## config.mk

```make
export PLATFORM = sky130hd
export DESIGN_NAME = trigger_responder
export DESIGN_NICKNAME = d
export VERILOG_FILES = /design/src/rtl/trigger_responder.sv
export SDC_FILE = /design/constraint.sdc
export NUM_CORES = 1
export LEC_CHECK = 0
export ABC_AREA = 1
export CAP_MARGIN = 40
export CELL_PAD_IN_SITES_DETAIL_PLACEMENT = 1
export CELL_PAD_IN_SITES_GLOBAL_PLACEMENT = 1
export CORE_MARGIN = 10
export CORE_UTILIZATION = 41
export DETAILED_ROUTE_END_ITERATION = 10
export GPL_TIMING_DRIVEN = 0
export MAX_ROUTING_LAYER = met4
export PLACE_DENSITY_LB_ADDON = 0.1
export SLEW_MARGIN = 20
export SYNTH_ARGS = -nofsm -noshare
export SYNTH_HDL_FRONTEND = slang
export SYNTH_SLANG_ARGS = --single-unit
```

## constraint.sdc

```tcl
create_clock -name sys_clk -period 2.05 [get_ports sys_clk]
set_input_delay 0.41 -clock sys_clk [delete_from_list [all_inputs] [get_ports sys_clk]]
set_output_delay 0.41 -clock sys_clk [all_outputs]
set_load 0.02 [all_outputs]
```

## src/rtl/trigger_responder.sv

```systemverilog
// rtl/trigger_responder.sv - trigger acceptance FSM with width qualification, dead time and saturating count
//
// Purpose: accepts an active-low trigger request once it has been low for
// MIN_CYC synchronized samples. After acceptance it holds a busy indication
// for DEAD_CYC cycles, and for as long afterwards as the request stays low.
// It also flags pulses that are too short and requests that arrive while busy.
//
// Ports:
//   sys_clk     in   single clock, rising edge
//   sys_rst_n   in   synchronous active-low reset
//   trig_in     in   active-low trigger request, asynchronous, idle high
//   trig_out    out  high while busy (BUSY or WAIT_REL), low when ready
//   acquire     out  one-cycle pulse on trigger acceptance
//   width_err   out  one-cycle pulse when the low pulse is shorter than MIN_CYC
//   retrig_err  out  one-cycle pulse when the request falls while busy
//   trig_count  out  accepted-trigger count, saturates at 16'hFFFF
module trigger_responder #(
  parameter int CLK_PER_US     = 12,
  parameter int T_US_MIN_WIDTH = 40,
  parameter int T_US_DEAD      = 1000
) (
  input  logic        sys_clk,
  input  logic        sys_rst_n,
  input  logic        trig_in,
  output logic        trig_out,
  output logic        acquire,
  output logic        width_err,
  output logic        retrig_err,
  output logic [15:0] trig_count
);

  localparam int MIN_CYC  = T_US_MIN_WIDTH * CLK_PER_US;
  localparam int DEAD_CYC = T_US_DEAD * CLK_PER_US;
  localparam int LW       = $clog2(MIN_CYC) + 1;
  localparam int DW       = $clog2(DEAD_CYC) + 1;

  // The sample that completes MIN_CYC lows arrives while the counter holds MIN_CYC-1.
  localparam logic [LW-1:0] MIN_LAST  = LW'(MIN_CYC - 1);
  // Counting DEAD_CYC-1 down to 0 keeps the FSM in BUSY for exactly DEAD_CYC cycles.
  localparam logic [DW-1:0] DEAD_LOAD = DW'(DEAD_CYC - 1);

  typedef enum logic [1:0] {IDLE, MEASURE, BUSY, WAIT_REL} state_t;

  state_t        state, state_nxt;
  logic          sync1, trig_s, trig_s_d;
  logic [LW-1:0] low_cnt, low_nxt;
  logic [DW-1:0] dead_cnt, dead_nxt;
  logic [15:0]   count_q, count_nxt;
  logic          acq_nxt, werr_nxt, rerr_nxt;
  logic          fall;

  // A new falling edge on the synchronized request, used only for busy-time detection.
  assign fall       = trig_s_d & ~trig_s;
  assign trig_out   = (state == BUSY) || (state == WAIT_REL);
  assign trig_count = count_q;

  always_ff @(posedge sys_clk) begin
    if (!sys_rst_n) begin
      sync1      <= 1'b1;
      trig_s     <= 1'b1;
      trig_s_d   <= 1'b1;
      state      <= IDLE;
      low_cnt    <= '0;
      dead_cnt   <= '0;
      count_q    <= '0;
      acquire    <= 1'b0;
      width_err  <= 1'b0;
      retrig_err <= 1'b0;
    end else begin
      sync1      <= trig_in;
      trig_s     <= sync1;
      trig_s_d   <= trig_s;
      state      <= state_nxt;
      low_cnt    <= low_nxt;
      dead_cnt   <= dead_nxt;
      count_q    <= count_nxt;
      acquire    <= acq_nxt;
      width_err  <= werr_nxt;
      retrig_err <= rerr_nxt;
    end
  end

  always_comb begin
    state_nxt = state;
    low_nxt   = low_cnt;
    dead_nxt  = dead_cnt;
    count_nxt = count_q;
    acq_nxt   = 1'b0;
    werr_nxt  = 1'b0;
    rerr_nxt  = 1'b0;
    case (state)
      IDLE: begin
        if (!trig_s) begin
          state_nxt = MEASURE;
          low_nxt   = LW'(1);
        end
      end
      MEASURE: begin
        if (trig_s) begin
          werr_nxt  = 1'b1;
          state_nxt = IDLE;
          low_nxt   = '0;
        end else if (low_cnt == MIN_LAST) begin
          state_nxt = BUSY;
          low_nxt   = '0;
          acq_nxt   = 1'b1;
          dead_nxt  = DEAD_LOAD;
          if (count_q != 16'hFFFF) count_nxt = count_q + 16'd1;
        end else begin
          low_nxt = low_cnt + LW'(1);
        end
      end
      BUSY: begin
        rerr_nxt = fall;
        if (dead_cnt == '0) begin
          // A request still held low must be released before the next one counts.
          state_nxt = trig_s ? IDLE : WAIT_REL;
        end else begin
          dead_nxt = dead_cnt - DW'(1);
        end
      end
      WAIT_REL: begin
        rerr_nxt = fall;
        if (trig_s) state_nxt = IDLE;
      end
      default: state_nxt = IDLE;
    endcase
  end

endmodule

```

Word-level counts from Yosys, hierarchy flattened:

Cells that the tools add are included.

* add/sub/neg operators: 3
* equality and inequality tests: 12
* muxes and demuxes: 17
* bitwise logic cells: 4
* reductions and logical operators: 13

Operator list (count)
* 15-bit two-way mux: 3
* 10-bit two-way mux: 3
* 15-bit case mux with 2 select lines: 1
* 10-bit case mux with 2 select lines: 1
* 16-bit by 1-bit adder with 16-bit output (second input constant): 1
* 16-bit != test (second input constant): 1
* 15-bit zero test: 1
* 15-bit by 1-bit subtractor with 15-bit output (second input constant): 1
* 2-bit two-way mux: 6
* 4-bit AND reduction: 3
* 10-bit by 1-bit adder with 10-bit output (second input constant): 1
* 10-bit by 9-bit == test with 1-bit output (second input constant): 1
* 2-bit != test (second input constant): 5
* 2-bit case mux with 4 select lines: 1
* 2-bit AND reduction: 3
* 2-bit == test (second input constant): 2
* 2-bit nonzero test: 2
* 3-bit != test (second input constant): 1
* 1-bit inverter: 3
* 3-bit OR reduction: 1
* 2-bit by 1-bit == test with 1-bit output (second input constant): 1
* 2-bit zero test: 1
* 1-bit two-way mux: 2
* 2-bit by 1-bit != test with 1-bit output (second input constant): 1
* 3 further kinds: 3

* bits in registers: 49
* input bits: 3
* output and inout port bits: 20
* logic and storage cells: 59

Depth between registers and ports, before layout:

Gate-level depths: netlist of the first run.

* word-level depth: 4
* gate-level depth with buffers: 10
* gate-level depth less buffers: 10

Worst setup path before layout of the first run:

OpenSTA, ideal clock, no wires.

* path kind: reg2reg
* start point: reg count_q[1], in the netlist trig_count[1]
* end point: reg count_q[12], in the netlist trig_count[12]
* setup time: 0.069 ns
* arrival time: 1.543 ns
* required time: 1.981 ns
* setup slack: 0.438 ns
* stages on the path, launching flop included: 11
* path buffers: 1
* period minus slack after synthesis: 1.612 ns
* cells stage by stage: dfxtp_1 ha_1 nand2_2 nor2_4 nand2_2 nor2_2 nor2_2 nand2_4 buf_12 nand2_2 a21oi_2

* word-level cells in the longest chain between the ends: 2
* elaborated cells between the ends (all ways): 3
* those cells by class: add/sub: 1; eq/ne: 1; reduce/logical: 1

Ends and longest elaborated chain
* start, declared: line 48 `logic [15:0] count_q, count_nxt;`
* start signal, assigned: line 76 `count_q <= count_nxt;`
* branches (longest 2 deep; another with 16-bit by 1-bit adder with 16-bit output)

Parallel ways; which one is timed is not known.
A chain may end at the register's enable or synchronous reset.

Final worst setup path of the first run:

* start point: reg state[1]
* end point: out trig_out

* word-level cells in the longest chain between the ends: 2
* elaborated cells between the ends (all ways): 3
* those cells by class: eq/ne: 2; reduce/logical: 1

Ends and longest elaborated chain
* start, declared: line 44 `state_t state, state_nxt;`
* start signal, assigned: line 73 `state <= state_nxt;`
* 2-bit == test: line 54 `assign trig_out = (state == BUSY) || (state == WAIT_REL);`
* 1-bit logical OR *: line 54
* end, declared: line 25 `output logic trig_out,`

Mark *: on every way between the ends. The rest lies on a longest branch, timed or not.

==> results.md, run 1 <==
- Status: finished clean
- Initial DRC count: 64
- Synth top cells by count: nand2_1, nor2_1, dfxtp_1
- H-tree levels: 2
- Syn Std Cell Area: 2810 µm²
- Reg2reg path depth: 10
- Critical Setup Path Class: register to output port
- Total power: 3720 µW
- Final hold violation count: 0
- Drt first pass iters: 4
- Die Span X: 103 µm
- Synth top area cells: dfxtp_1, nand2_1, nor2_1
- Syn avg cell area: 6.71 µm²
- Total CTS buffers: 5
- Nets@finish: 453
- GRT Util Overall: 0.158
- Hold Path End: trig_s$_SDFF_PN1_
- Num Clock Sinks: 49
- Share of layout cells above drive strength 1: 0.129
- Worst hold stages: 1
- Clock tree from TritonCTS: done
- Synthesized flop and latch total: 49
- Final setup violation count: 0
- # diodes: 0
- Type of origin of the critical path: register
- Die area: 10,600 µm²
- Drt total wl: 7.76 mm
- Final ANT Viol Nets: 0
- I/O pins: 23
- Min cycle time layout: 1920 ps
- Clk_lat worst skew: 300 ps
- Tcrit/Tclk final: 0.939
- CP Data Required Time: 1640 ps
- Largest net degree at the start of global routing: 16
- Post-CTS Hold Buffers: 0
- Unrepaired setup endpoints after global routing: no
- First-pass GRT wire length: 13.2 mm
- Hold Crit Class: register to register
- Gr ovfl total: 0
- PD cells: 1140 nW/µm²
- Setup Skew: 4.94 ps
- Clk slew on worst S/H paths: 90 ps
- Most numerous cell in the Yosys netlist: nand2_1
- Post-route DRC: 0
- Vias in the first global route: 2,844
- Top_reg_cell synth: dfxtp_1
- Slew of the pin with the lowest slew margin: 715 ps
- Slew Limit Headroom: 0.523
- Yosys top cell area share: 0.350
- DR vias: 2,725
- Max-slew violations: 0
- Max rail drop VDD: 0.000740 V
- Leading area contributor after synthesis: dfxtp_1
- Crit-path max FO: 5
- Reg2reg end: trig_count[5]$_SDFFE_PN0P_
- Row Count: 30
- Post-Synthesis Cells: 418
- FF-to-FF Start: trig_count[0]$_SDFFE_PN0P_
- Worst Path Arrival: 1510 ps
- Yosys cell types: 30
- Worst hold path startpoint: sync1$_SDFF_PN1_
- Pleak: 0.00129 µW
- Area Overhead vs Synth: 16.2%
- Max-cap violations: 0
- Die H: 103 µm
- Root Driver: clkbuf_8
- CP endpoint kind: output port
- Worst reg-to-reg setup slack: 260 ps
- Via density: 5.16
- RePlAce Congestion: 0.832
- Port bufs: 22
- Initial antenna violation count: 0
- Post-CTS setup buffers: 0
- Initial core utilization: 0.418
- Post-synth net total: 424
- DP HPWL: 5.94 mm
- Final TNS setup: 0 ps
- FFs w/ async S/R, synth: 0
- Yosys warns: 0
- Number of enable flip-flop cells after synthesis: 0
- Sequential area share after synthesis: 0.350
- Filler Cell Count: 894
- Cts repair resizes: 0
- Core Region: 6720 µm²
- Max Fclk: 520 MHz
- Clock Path Buffers: 2
- Routed len/inst: 14.7 µm
==> worst max-delay path: stages, from the launching register on <==
cell             delay [ps]
dfxtp_1                 480
clkbuf_1                120
clkdlybuf4s50_1         610
==> report_power, final <==
| part | internal (µW) | switching, µW | leakage, µW |
|---|---|---|---|
| clock network | 485 | 338 | 0.0000681 |
| logic | 563 | 1100 | 0.000819 |
| registers | 1090 | 140 | 0.000398 |
==> through the flow <==
stage / hold WS (ps) / cell area, µm² / setup WS, ps / util / cells
floorplan: 393 / 2810 / 438 / - / 418
global placement: 405 / 3130 / 233 / 0.465 / 520
detailed placement: 402 / 3130 / 175 / 0.465 / 520
CTS: 424 / 3260 / 103 / 0.485 / 528
global route: 430 / 3260 / 46.2 / 0.485 / 528
finish: 427 / 3260 / 126 / 0.485 / 528
==> kinds of logic (layout without fill, tap and decap cells) <==
group,count (synthesis),in the layout,synth area share
simple gates,254,254,0.416
fa+ha+maj,3,3,0.0134
xor+xnor,14,14,0.0437
buf+inv,50,80,0.0753
compound gates,48,48,0.102
flops,49,49,0.350
==> registers in the layout (all words and copies together), names as in the netlist <==
name and count:
sync1 1, retrig_err 1, trig_count 16, dead_cnt 15
trig_s 1, low_cnt 10, state 2, width_err 1
trig_s_d 1, acquire 1
==> worst max-delay path by stage <==
stage,startpoint,endpoint,slack (ps),cells after the start
4_1_cts,state[1]$_SDFFE_PN0P_,trig_out,100,2
5_1_grt,state[1]$_SDFFE_PN0P_,trig_out,50,2
3_5_place_dp,sys_rst_n,trig_count[11]$_SDFFE_PN0P_,180,4
6_report,state[1]$_SDFFE_PN0P_,trig_out,130,2
3_3_place_gp,sys_rst_n,trig_count[8]$_SDFFE_PN0P_,230,4
2_1_floorplan,trig_count[1]$_SDFFE_PN0P_,trig_count[12]$_SDFFE_PN0P_,440,10
==> layout by cell type (no fill, tap or decap), types with 2 or more instances in the layout <==
| master | instances |
|---|---|
| nand2_1 | 107 |
| nor2_1 | 62 |
| dfxtp_1 | 49 |
| inv_1 | 37 |
| nand3_1 | 36 |
| a21oi_1 | 24 |
| clkdlybuf4s50_1 | 22 |
| nand2_2 | 13 |
| xor2_1 | 12 |
| nand4_1 | 10 |
| o21ai_0 | 9 |
| a21oi_2 | 9 |
| nor2_2 | 7 |
| clkbuf_1 | 5 |
| inv_2 | 5 |
| clkbuf_8 | 5 |
| or2_2 | 4 |
| nand3b_1 | 4 |
| nand2_4 | 3 |
| nor2_4 | 3 |
| o21ai_1 | 3 |
| nor3_1 | 3 |
| ha_1 | 3 |
| xnor2_1 | 2 |
| bufinv_16 | 2 |
==> metal layers <==
| layer | vias to the layer above | routed length [µm] | global-route usage | share of wire |
|---|---|---|---|---|
| met5 | - | 0 | - | 0 |
| met4 | 0 | 59 | 0.0321 | 0.0076 |
| met3 | 8 | 225 | 0.0328 | 0.029 |
| met2 | 38 | 3760 | 0.270 | 0.48 |
| met1 | 1288 | 3710 | 0.189 | 0.48 |
| li1 | 1391 | - | - | - |
==> final cells by class <==
cell class,count,area (µm²),share of cell area
multi-input combinational,319,1610,0.495
clock inverter,3,65.1,0.0200
inverter,43,161,0.0495
timing repair buffer,22,220,0.0675
sequential,49,981,0.301
tap,80,100,0.0307
clock buffer,5,68.8,0.0211
buffer,7,50.0,0.0153
(Power assumes the default switching activity.)
==> run 2, diff against run 1 <==
SETUP_SLACK_MARGIN = 0.5   (was not set)
SKIP_CTS_REPAIR_TIMING = 1   (was not set)
==> results.md, run 2 (synthesized netlist as in run 1, its figures left out) <==
- Status: finished clean
- Max rail drop VDD: 0.000609 V (-18%)
- DP HPWL: 5.95 mm (+0.16%)
- Root Driver: clkbuf_8
- CP top delay family: simple AND/OR/NAND/NOR gates
- Clk slew on worst S/H paths: 100 ps (about the same)
- Worst hold margin: 433 ps (+5.33 ps)
- H-tree levels: 2 (unchanged)
- Max-slew violations: 0 (unchanged)
- Final setup violation count: 0 (unchanged)
- Slew of the pin with the lowest slew margin: 606 ps (-109 ps)
- Reg2reg path depth: 10 (unchanged)
- Setup Skew: 10.9 ps (+6.00 ps)
- WP buf/inv: 3 (+1)
- Commonest non-fill, non-tap cell in the layout: nand2_1
- Row Count: 30 (unchanged)
- Type of origin of the critical path: register
- Slowest-stage cell, CP: dfxtp_4
- Share of layout cells above drive strength 1: 0.340 (+0.211)
- Max-cap violations: 0 (unchanged)
- DR vias: 2,991 (+9.8%)
- PD cells: 1120 nW/µm² (-2.1%)
- Final Cell Area: 3930 µm² (+21%)
- First-pass GRT wire length: 13.0 mm (-1.7%)
- Total power: 4390 µW (+18%)
- Fin util: 0.585 (+0.100)
- Num Clock Sinks: 49 (unchanged)
- Max Fclk: 593 MHz (+14%)
- Post-route DRC: 0 (unchanged)
- Via density: 5.38 (+4.2%)
- Max reg flops: 16 (unchanged)
- Initial antenna violation count: 0 (unchanged)
- Tcrit/Tclk final: 0.823 (-0.116)
- Largest net degree at the start of global routing: 17 (+1)
- CP Data Required Time: 2260 ps (+620 ps)
- Final hold violation count: 0 (unchanged)
- Core Region: 6720 µm² (unchanged)
- Most frequent CP cell: nand2_4
- Routed len/inst: 18.1 µm (+23%)
- RePlAce Congestion: 0.834 (+0.29%)
- Final TNS setup: 0 ps (unchanged)
- Critical Path Max Stage Delay: 390 ps (-220 ps)
- Critical Setup Path Class: register to register
- Leading cell types in the layout, fill and taps excluded: nand2_1, nor2_1, nand3_1
- GRT Util Overall: 0.156 (-0.00243)
- DR WL met2: 5.27 mm (+40%)
- Drt total wl: 10.0 mm (+30%)
- Initial core utilization: 0.418 (unchanged)
- Critical Path, Cell by Cell: ha_4 -> nand2_2 -> nor2_2 -> nand4_1 -> buf_4 -> inv_4 -> nand2_4 -> clkbuf_16 -> nand2_4 -> a21oi_2
- Clk_lat worst skew: 330 ps (+30 ps)
- Drt first pass iters: 4 (unchanged)
- Worst hold stages: 1 (unchanged)
- Unrepaired setup endpoints after global routing: yes
- Met1 WL: 4.29 mm (+16%)
- Vias in the first global route: 2,828 (-0.56%)
- Routed wl met3: 277 µm (+23%)
- Port bufs: 22 (unchanged)
- Top Layer Used: met4
- Min cycle time layout: 1690 ps (-238 ps)
- Hold Crit Class: register to register
- Final ANT Viol Nets: 0 (unchanged)
- CP endpoint kind: register
- # diodes: 0 (unchanged)
- Crit-path max FO: 5 (unchanged)
- Area Overhead vs Synth: 40.2%
- Die area: 10,600 µm² (unchanged)
- Gr ovfl total: 0 (unchanged)
- Instance count on the critical path: 10 (+8)
- Total CTS buffers: 5 (unchanged)
- Initial DRC count: 105 (+64%)
- Nets@finish: 481 (+6.2%)
- I/O pins: 23 (unchanged)
- Clock tree from TritonCTS: done
- Die H: 103 µm (unchanged)
- Filler Cell Count: 843 (-5.7%)
- Worst Path Arrival: 1900 ps (+390 ps)
- Die Span X: 103 µm (unchanged)
- Placed cell area: 3130 µm² (+0.24%)
- Slew Limit Headroom: 0.596 (+0.0726)
- Pleak: 0.00188 µW (+46%)
- Clock Path Buffers: 2 (unchanged)
-- run 2: cell count changes in the layout (fill, tap and decap cells not counted), moves of 5 or more --
| cell | change |
|---|---|
| a21oi_1 | -9 |
| a21oi_2 | +9 |
| buf_4 | +21 |
| clkdlybuf4s50_1 | -20 |
| dfxtp_1 | -19 |
| dfxtp_2 | +15 |
| dlymetal6s2s_1 | +20 |
| inv_1 | -5 |
| nand2_1 | -15 |
| nand2_4 | +16 |
| nor2_1 | -16 |
| nor2_2 | +5 |
| nor2_4 | +11 |
-- run 2: layer usage --
layer  track usage  vias up
li1              -     1450
met1         0.182     1483
met2         0.269       41
met3        0.0315       17
met4        0.0374        0
met5             -        -
-- run 2: final timing paths --
check / from / endpoint / slack, ps
setup / recovery: low_cnt[0]$_SDFFE_PN0P_ / trig_count[4]$_SDFFE_PN0P_ / 360
hold / removal: sync1$_SDFF_PN1_ / trig_s$_SDFF_PN1_ / 430
setup reg to reg: low_cnt[0]$_SDFFE_PN0P_ / trig_count[4]$_SDFFE_PN0P_ / 360
hold reg to reg: sync1$_SDFF_PN1_ / trig_s$_SDFF_PN1_ / 430
-- run 2: power breakdown --
| group | total (µW) | switching [µW] | internal (µW) |
|---|---|---|---|
| clock | 751 | 385 | 366 |
| sequential | 1270 | 180 | 1090 |
| combinational | 2360 | 1480 | 887 |
-- run 2: final cells by class --
class	instances	area, µm²	share of cell area
inverter	43	170	0.0433
clock buffer	5	68.8	0.0175
multi-input combinational	319	1940	0.494
clock inverter	3	46.3	0.0118
sequential	49	1010	0.258
timing repair buffer	50	534	0.136
buffer	7	57.6	0.0146
tap	80	100	0.0254
-- run 2: metrics by stage --
stage                     instances  setup WS, ps
after floorplan                 418           520
after global placement          520           234
after detailed placement        520           222
after CTS                       528          93.4
after global routing            556           308
final                           556           364
-- run 2: worst reg2reg max path, stage by stage, from the launching register on --
cell	delay, ps
dfxtp_4	390
ha_4	160
nand2_2	60
nor2_2	170
nand4_1	170
buf_4	180
inv_4	70
nand2_4	80
clkbuf_16	190
nand2_4	60
a21oi_2	50
